===== config.mk =====
export PLATFORM = sky130hd
export DESIGN_NAME = branch_target_buffer_flat
export DESIGN_NICKNAME = d
export VERILOG_FILES = /design/src/rtl/branch_target_buffer_if.sv /design/src/rtl/branch_target_buffer.sv /design/src/flat_wrapper.sv
export SDC_FILE = /design/constraint.sdc
export NUM_CORES = 2
export LEC_CHECK = 0
export ABC_AREA = 1
export ABC_CLOCK_PERIOD_IN_PS = 8770
export BUFFER_PORTS_ARGS = -buffer_cell sky130_fd_sc_hd__buf_2
export CAP_MARGIN = 40
export CORE_AREA = 8 8 717 365
export CTS_BUF_LIST = sky130_fd_sc_hd__clkbuf_4 sky130_fd_sc_hd__clkbuf_8
export CTS_CLUSTER_SIZE = 40
export DETAILED_ROUTE_END_ITERATION = 8
export DIE_AREA = 0 0 725 373
export PLACE_DENSITY = 0.5
export SKIP_CTS_REPAIR_TIMING = 1
export SYNTH_ARGS = -nofsm -noshare
export SYNTH_HDL_FRONTEND = slang
export SYNTH_SLANG_ARGS = --single-unit
export TNS_END_PERCENT = 5

===== constraint.sdc =====
create_clock -name clk -period 8.77 [get_ports clk]
set_input_delay 0 -clock clk [delete_from_list [all_inputs] [get_ports clk]]
set_output_delay 0 -clock clk [all_outputs]
set_load 0.03 [all_outputs]

===== src/rtl/branch_target_buffer_if.sv =====
// Fetch/resolve bus between the pipeline and branch_target_buffer.
// master = pipeline side (IF pc, EX resolution), slave = predictor.
interface branch_target_buffer_if #(
  parameter int ENTRIES = 32
);
  localparam int IDX = $clog2(ENTRIES);

  logic [31:0]    IF_pc;
  logic [31:0]    pc_BTB;
  logic           pred_taken;
  logic [IDX-1:0] pred_hist;

  logic           update_en;
  logic [31:0]    update_pc;
  logic [31:0]    update_target;
  logic           update_taken;
  logic           update_is_jump;
  logic [IDX-1:0] update_hist;

  modport master (
    output IF_pc, update_en, update_pc, update_target,
           update_taken, update_is_jump, update_hist,
    input  pc_BTB, pred_taken, pred_hist
  );

  modport slave (
    input  IF_pc, update_en, update_pc, update_target,
           update_taken, update_is_jump, update_hist,
    output pc_BTB, pred_taken, pred_hist
  );
endinterface


===== src/rtl/branch_target_buffer.sv =====
// Direct-mapped BTB with 2-bit PHT; combinational lookup, registered training.
// Optional gshare indexing is enabled by defining GSHARE_EN.
module branch_target_buffer #(
  parameter int ENTRIES = 32
) (
  input logic                    clk,
  input logic                    reset,
  branch_target_buffer_if.slave  bus
);
  localparam int IDX  = $clog2(ENTRIES);
  localparam int TAGW = 30 - IDX;

  function automatic logic [1:0] sat_inc(input logic [1:0] c);
    if (c == 2'b11) sat_inc = 2'b11;
    else            sat_inc = c + 2'b01;
  endfunction

  function automatic logic [1:0] sat_dec(input logic [1:0] c);
    if (c == 2'b00) sat_dec = 2'b00;
    else            sat_dec = c - 2'b01;
  endfunction

  logic [ENTRIES-1:0] valid_r;
  logic [TAGW-1:0]    tag_r    [ENTRIES];
  logic [31:0]        target_r [ENTRIES];
  logic [1:0]         pht_r    [ENTRIES];

  logic [IDX-1:0]  lk_idx_s;
  logic [TAGW-1:0] lk_tag_s;
  logic [IDX-1:0]  lk_pidx_s;
  logic            lk_hit_s;
  logic            lk_taken_s;
  logic [31:0]     lk_next_s;
  logic [IDX-1:0]  lk_hist_s;

  logic [IDX-1:0]  up_idx_s;
  logic [TAGW-1:0] up_tag_s;
  logic [IDX-1:0]  up_pidx_s;
  logic            up_hit_s;
  logic [IDX-1:0]  up_hist_s;
  logic            btb_we_s;
  logic            pht_we_s;
  logic [1:0]      pht_next_s;

`ifdef GSHARE_EN
  logic [IDX-1:0]  ghr_r;
  logic            unused_s;

  assign lk_hist_s = reset ? {IDX{1'b0}} : ghr_r;
  assign up_hist_s = bus.update_hist;
  assign unused_s  = ^{bus.IF_pc[1:0], bus.update_pc[1:0]};

  // Global history: shifts in each resolved conditional branch direction
  always_ff @(posedge clk) begin
    if (reset) begin
      ghr_r <= {IDX{1'b0}};
    end else if (bus.update_en && !bus.update_is_jump) begin
      ghr_r <= {ghr_r[IDX-2:0], bus.update_taken};
    end
  end
`else
  logic            unused_s;

  assign lk_hist_s = {IDX{1'b0}};
  assign up_hist_s = {IDX{1'b0}};
  assign unused_s  = ^{bus.IF_pc[1:0], bus.update_pc[1:0], bus.update_hist};
`endif

  // Lookup: tag compare and next-PC select; reset forces the fall-through PC
  always_comb begin
    lk_idx_s   = bus.IF_pc[IDX+1:2];
    lk_tag_s   = bus.IF_pc[31:IDX+2];
    lk_pidx_s  = lk_idx_s ^ lk_hist_s;
    lk_hit_s   = valid_r[lk_idx_s] && (tag_r[lk_idx_s] == lk_tag_s);
    lk_taken_s = lk_hit_s && pht_r[lk_pidx_s][1] && !reset;
    if (lk_taken_s) begin
      lk_next_s = target_r[lk_idx_s];
    end else begin
      lk_next_s = bus.IF_pc + 32'd4;
    end
  end

  assign bus.pc_BTB     = lk_next_s;
  assign bus.pred_taken = lk_taken_s;
  assign bus.pred_hist  = lk_hist_s;

  // Training decision: which BTB/PHT writes this resolution causes
  always_comb begin
    up_idx_s   = bus.update_pc[IDX+1:2];
    up_tag_s   = bus.update_pc[31:IDX+2];
    up_pidx_s  = up_idx_s ^ up_hist_s;
    up_hit_s   = valid_r[up_idx_s] && (tag_r[up_idx_s] == up_tag_s);
    btb_we_s   = 1'b0;
    pht_we_s   = 1'b0;
    pht_next_s = pht_r[up_pidx_s];
    if (bus.update_en) begin
      pht_we_s = 1'b1;
      if (bus.update_taken && bus.update_is_jump) begin
        btb_we_s   = 1'b1;
        pht_next_s = 2'b11;
      end else if (bus.update_taken && up_hit_s) begin
        btb_we_s   = 1'b1;
        pht_next_s = sat_inc(pht_r[up_pidx_s]);
      end else if (bus.update_taken) begin
        // Allocation evicts whatever aliases into this index
        btb_we_s   = 1'b1;
        pht_next_s = 2'b10;
      end else begin
        pht_next_s = sat_dec(pht_r[up_pidx_s]);
      end
    end else begin
      btb_we_s = 1'b0;
      pht_we_s = 1'b0;
    end
  end

  // Valid bits and PHT counters: weakly-not-taken after reset
  always_ff @(posedge clk) begin
    if (reset) begin
      valid_r <= {ENTRIES{1'b0}};
      for (int i = 0; i < ENTRIES; i++) begin
        pht_r[i] <= 2'b01;
      end
    end else begin
      if (btb_we_s) begin
        valid_r[up_idx_s] <= 1'b1;
      end
      if (pht_we_s) begin
        pht_r[up_pidx_s] <= pht_next_s;
      end
    end
  end

  // Tag/target payload: qualified by valid, so no reset needed
  always_ff @(posedge clk) begin
    if (btb_we_s && !reset) begin
      tag_r[up_idx_s]    <= up_tag_s;
      target_r[up_idx_s] <= bus.update_target;
    end
  end
endmodule

===== src/flat_wrapper.sv =====
// flat-port wrapper written by rule: the top's interface ports become plain ports
module branch_target_buffer_flat 
#(
  parameter int ENTRIES = 32
)
  (clk, reset, bus_IF_pc, bus_update_en, bus_update_pc, bus_update_target, bus_update_taken, bus_update_is_jump, bus_update_hist, bus_pc_BTB, bus_pred_taken, bus_pred_hist);
  branch_target_buffer_if #(.ENTRIES(ENTRIES)) bus_i ();
  input logic clk;
  input logic reset;
  input wire logic [$bits(bus_i.IF_pc)-1:0] bus_IF_pc;
  input wire logic [$bits(bus_i.update_en)-1:0] bus_update_en;
  input wire logic [$bits(bus_i.update_pc)-1:0] bus_update_pc;
  input wire logic [$bits(bus_i.update_target)-1:0] bus_update_target;
  input wire logic [$bits(bus_i.update_taken)-1:0] bus_update_taken;
  input wire logic [$bits(bus_i.update_is_jump)-1:0] bus_update_is_jump;
  input wire logic [$bits(bus_i.update_hist)-1:0] bus_update_hist;
  output wire logic [$bits(bus_i.pc_BTB)-1:0] bus_pc_BTB;
  output wire logic [$bits(bus_i.pred_taken)-1:0] bus_pred_taken;
  output wire logic [$bits(bus_i.pred_hist)-1:0] bus_pred_hist;
  assign bus_i.IF_pc = bus_IF_pc;
  assign bus_i.update_en = bus_update_en;
  assign bus_i.update_pc = bus_update_pc;
  assign bus_i.update_target = bus_update_target;
  assign bus_i.update_taken = bus_update_taken;
  assign bus_i.update_is_jump = bus_update_is_jump;
  assign bus_i.update_hist = bus_update_hist;
  assign bus_pc_BTB = bus_i.pc_BTB;
  assign bus_pred_taken = bus_i.pred_taken;
  assign bus_pred_hist = bus_i.pred_hist;
  branch_target_buffer #(.ENTRIES(ENTRIES)) u_core (.clk(clk), .reset(reset), .bus(bus_i));
endmodule

# Word-level counts from Yosys, hierarchy flattened
# Memories as Yosys holds them, arrays and structs flattened.
# Index checks and enable logic that the tools add are counted.
# op_classes
n_addsub,3
magnitude_cmp,3
eq_ne,3
n_mux,28
n_bitwise,1
n_reduce_logical,11
# ops
operator,n
equality test 25 bit,2
adder 32 x 3 -> 32 bit (second input constant),1
two-way mux 32 bit,1
bitwise OR 32 bit,1
two-way mux 1 bit,16
two-way mux 2 bit,7
< comparator 5 x 6 -> 1 bit (second input constant),2
binary-select mux 1 bit (select 5 bit),2
logical AND 1 bit,8
demux 1 bit (select 5 bit),1
>= comparator 5 x 1 -> 1 bit (second input constant),1
two-way mux 5 bit,1
adder 2 x 1 -> 2 bit (second input constant),1
equality test 2 bit (second input constant),1
logical NOT 2 bit,1
OR reduction 2 bit,1
subtractor 2 x 1 -> 2 bit (second input constant),1
logical NOT 1 bit,1
# word_totals
reg_bits,32
ramBits,1888
inputBits,106
out_inout_bits,38
mem_count,3
# mem_list
name,depth,width,read_ports,rd_clocked_by_memory_dff,wr,line,text
u_core.target_r,32,32,1,0,1,branch_target_buffer.sv:25,logic [31:0] target_r [ENTRIES];
u_core.tag_r,32,25,2,0,1,branch_target_buffer.sv:24,logic [TAGW-1:0] tag_r [ENTRIES];
u_core.pht_r,32,2,2,0,32,branch_target_buffer.sv:26,logic [1:0] pht_r [ENTRIES];

# Logic depth before layout (Yosys ltp)
# depth
depth_word,10
mapped_depth,24
ltp_nobuf,20

# Worst setup path after synthesis
# No wires, ideal clock.
# synth_path
path_kind,input -> register
startpoint,in bus_update_pc[6]
endpoint,mem u_core.tag_r[18][0] in the netlist's numbering (enable)
arrival_ps,3517
t_required_ps,8298
path_slack_ps,4781
path_stages,9
path_buffers,3
cell_sequence,buf_2 > inv_2 > nor3_1 > buf_2 > buf_2 > inv_1 > nor2_1 > inv_1 > nor2_1
# synth_via
elab_chain_cells,10
# synth_rtl
item,line,text
from (decl),flat_wrapper.sv:12,input wire logic [$bits(bus_i.update_pc)-1:0] bus_update_pc;
memory (32 x 25 bit) / binary-select mux 1 bit (select 5 bit) (equally long branches),-,
equality test 25 bit / two-way mux 1 bit (equally long branches),branch_target_buffer.sv:92,up_hit_s = valid_r[up_idx_s] && (tag_r[up_idx_s] == up_tag_s);
logical AND 1 bit,branch_target_buffer.sv:92,
logical AND 1 bit,branch_target_buffer.sv:101,end else if (bus.update_taken && up_hit_s) begin
two-way mux 1 bit,branch_target_buffer.sv:101,
two-way mux 1 bit,branch_target_buffer.sv:98,if (bus.update_taken && bus.update_is_jump) begin
two-way mux 1 bit,branch_target_buffer.sv:96,if (bus.update_en) begin
logical AND 1 bit,branch_target_buffer.sv:136,if (btb_we_s && !reset) begin
two-way mux 1 bit,branch_target_buffer.sv:136,
two-way mux 1 bit (not written as such),branch_target_buffer.sv:137,tag_r[up_idx_s] <= up_tag_s;
to (decl),branch_target_buffer.sv:24,
# Parallel ways exist; a longest one is shown, timed or not. The select of a mux whose other input is x is not followed.

# Worst setup path in the final report
# layout_path
startpoint,in bus_IF_pc[2]
endpoint,out bus_pc_BTB[10]
# layout_via
elab_chain_cells,6
# layout_rtl
item,line,text
from (decl),flat_wrapper.sv:10,input wire logic [$bits(bus_i.IF_pc)-1:0] bus_IF_pc;
memory (32 x 25 bit) / binary-select mux 1 bit (select 5 bit) (equally long branches),-,
equality test 25 bit / two-way mux 1 bit (equally long branches),branch_target_buffer.sv:74,lk_hit_s = valid_r[lk_idx_s] && (tag_r[lk_idx_s] == lk_tag_s);
logical AND 1 bit,branch_target_buffer.sv:74,
logical AND 1 bit (2 in a row),branch_target_buffer.sv:75,lk_taken_s = lk_hit_s && pht_r[lk_pidx_s][1] && !reset;
two-way mux 32 bit (*),branch_target_buffer.sv:76,if (lk_taken_s) begin
to (decl),flat_wrapper.sv:17,output wire logic [$bits(bus_i.pc_BTB)-1:0] bus_pc_BTB;
# Mark *: on every way between the ends. The rest lies on a longest branch, timed or not. The select of a mux whose other input is x is not followed.

==> results.toml <==
[yosys]
syn_inst = 8692
yosysTopAreaCellShare = 0.646
yosysUniqueCellTypes = 43
ys_seq_area_frac = 0.654
ys_async_sr_fraction = 0
synth_area_leaders = "edfxtp_1 65%, nand2_1 9.9%, o21ai_0 6.5%, nor2_1 4.2%, a21oi_1 2.0%"
ys_warn_count = 0
avgSynthCellArea_um2 = 10.1
syn_area_um2 = 87700
yosysTopAreaCell = "edfxtp_1"
synth_ff_type = "edfxtp_1"
synth_edf_count = 1888
ys_ff_latch = 1920

[run_status]
violations = "hold timing"
status = "finished with violations"

[finish]
drive_gt1_frac = 0.0915
multi_input_area_um2 = 26200
final_common_cell = "nand2_1"
nFillCells = 24600
fin_nets = 8860
most-common-layout-cells = "2318 x nand2_1, 1888 x edfxtp_1, 1137 x o21ai_0, 941 x nor2_1, 450 x inv_1"
area_delta_synth_final_pct = 11.7
fin_area_um2 = 98000
seqCellArea_um2 = 57300

[timing]
min_period_over_period = 0.611
finalMaxSlewViolations = 0
hold_viol_final = 1
holdWs_ns = -0.0153
max_slew_margin = 0.243
fin_tns_setup_ns = 0
rsz0062_at_grt = "false"
period_minus_slack_ns = 5.36
setup_viol = 0
worst_pin_slew_ns = 1.13
clock_skew_ns = 0.0523
fmax_ghz = 0.187

[worst_setup_path]
r2r-start = "u_core.tag_r[5][0]$_DFFE_PP_"
required_ns = 8.77
worstSetupEndpointType = "primary output"
cp_slowest_stage_delay_ns = 0.76
cp_common_cell = "nand2_1"
cp.arrival_ns = 5.36
crit_slowest_cell = "buf_4"
path_cells = "buf_8 -> inv_8 -> buf_12 -> buf_4 -> nand2_1 -> o211ai_1 -> o211ai_1 -> nand3_1 -> nand2_1 -> nand3_1 -> nand2_1 -> nor2_1 -> nand2_1 -> nor2_1 -> nand2_1 -> buf_4 -> nor2_4 -> buf_16 -> nand2_1 -> o21ai_1 -> buf_2"
critical_path.startpoint_type = "input port"
crit_start = "bus_IF_pc[2]"
path_class = "input port to primary output"
critPathMaxFanout = 197

[clocking]
numClockSinks = 1920
cts.clk_slew.worst_paths_ns = 0.06
cts_buffer_depth = 4
clk_latency_ns = 0.99
cts-buffers-inserted = 286
cts-root-buf = "clkbuf_8"
cts_tree = "built"
h-tree-depth = 5

[global_route]
grt-ovfl-total = 0
grt_pass1_wl_um = 472000
grt_usage = 0.238
grt_max_degree = 199
antenna_found_initial = 31
grt_pass1_vias = 62100

[route]
ant_nets = 0
wire_per_inst_um = 27.3
firstDrtPassIters = 7
first_iter_violations = 10500
via_per_inst = 5.54
wirelength_um = 337000
drc = 0
dr_total_vias = 68400

[floorplanning]
ios = 144
design.core.area_um2 = 252000
die_area_um2 = 270000
die_w_um = 725
die_y_um = 373
rows = 131
start_util = 0.348

[power_and_ir_drop]
p_leak_nw = 35.2
peakVddDrop_mv = 0.128
powerDensity_nw_per_um2 = 195

[placement]
place_congestion = 0.896
dpl_cell_area_um2 = 92100
numPortBuffers = 131
hpwl_um = 182000

[hold_path]
min_from = "bus_update_pc[6]"
hold_path.class = "input port to register"

[job]
drv_cap = 0
## per-stage QoR
stage / instances / util / hold WS, ns / total power, mW / setup WS [ns]
after floorplan: 8696 / - / 0.0989 / 11.3 / 4.78
after detailed placement: 11800 / 0.365 / 0.363 / 12.0 / 3.27
after global routing: 12300 / 0.388 / 0.0108 / 19.7 / 3.15
after CTS: 12300 / 0.386 / -0.543 / 19.2 / 3.54
final: 12300 / 0.388 / -0.0153 / 19.1 / 3.41
after global placement: 11800 / 0.363 / 0.361 / 12.0 / 3.28
## cells by family (layout without fill, tap and decap cells)
| logic type | count (synthesis) | in the layout | synth area share |
|---|---|---|---|
| other | 1 | 13 | 0.0000428 |
| AOI/OAI and AO/OA | 2019 | 2019 | 0.128 |
| and+or+nand+nor | 3672 | 3672 | 0.165 |
| buffers and inverters | 1051 | 1304 | 0.0510 |
| DFF | 1920 | 1920 | 0.654 |
| xor gates and xnor gates | 28 | 28 | 0.00280 |
| adders and majority gates | 1 | 1 | 0.000143 |
## Yosys cell counts (all sizes together), types with 10 or more instances
cell / instances
nand2: 2324
edfxtp: 1888
o21ai: 1180
nor2: 986
inv: 463
a21oi: 349
buf: 325
nand3: 295
clkbuf: 262
o22ai: 220
o211ai: 108
o221ai: 57
nor3: 40
dfxtp: 32
a221oi: 29
a32oi: 28
xor2: 26
a31o: 18
a22oi: 15
a31oi: 10
## area by class of cell
class | count | share of cell area
antenna | 8 | 0.000204
clock inverter | 94 | 0.00489
sequential | 1920 | 0.585
inverter | 464 | 0.0183
tap | 3391 | 0.0433
clock buffer | 390 | 0.0488
timing repair buffer | 356 | 0.0319
multi-input combinational | 5725 | 0.267
## final timing paths
| path | slack (ns) | depth (start not counted) | end |
|---|---|---|---|
| min reg2reg | 0.50 | 2 | u_core.valid_r[16]$_SDFFE_PP0P_ |
| max | 3.41 | 21 | bus_pc_BTB[10] |
| min | -0.02 | 6 | u_core.pht_r[12][0]$_SDFFCE_PN1P_ |
| max reg2reg | 4.36 | 18 | u_core.pht_r[8][1]$_SDFFCE_PN0P_ |
## worst max-delay path: cells and delay by family
family	cells	cell delay [ns]
simple gates	11	1.54
compound gates	3	0.53
buf+inv	7	2.87
## report_power, final
group / internal (mW) / total, mW / switching, mW / leakage (nW)
clock: 3.59 / 7.30 / 3.71 / 2.79
combinational: 0.406 / 1.73 / 1.32 / 15.2
sequential: 10.1 / 10.1 / 0.0137 / 17.2
## registers in the layout, summed over array words and instances (netlist names)
signal,cells
u_core.tag_r,800
u_core.valid_r,32
u_core.pht_r,64
u_core.target_r,1024
## per-layer routing
layer / track usage / wire, um / part of all wire
met5: 0 / 116 / 0.00034
met4: 0.0624 / 8330 / 0.025
met3: 0.0576 / 40500 / 0.12
met2: 0.326 / 135000 / 0.40
met1: 0.369 / 153000 / 0.45
No activity file was read; power rests on OpenSTA's default activity.
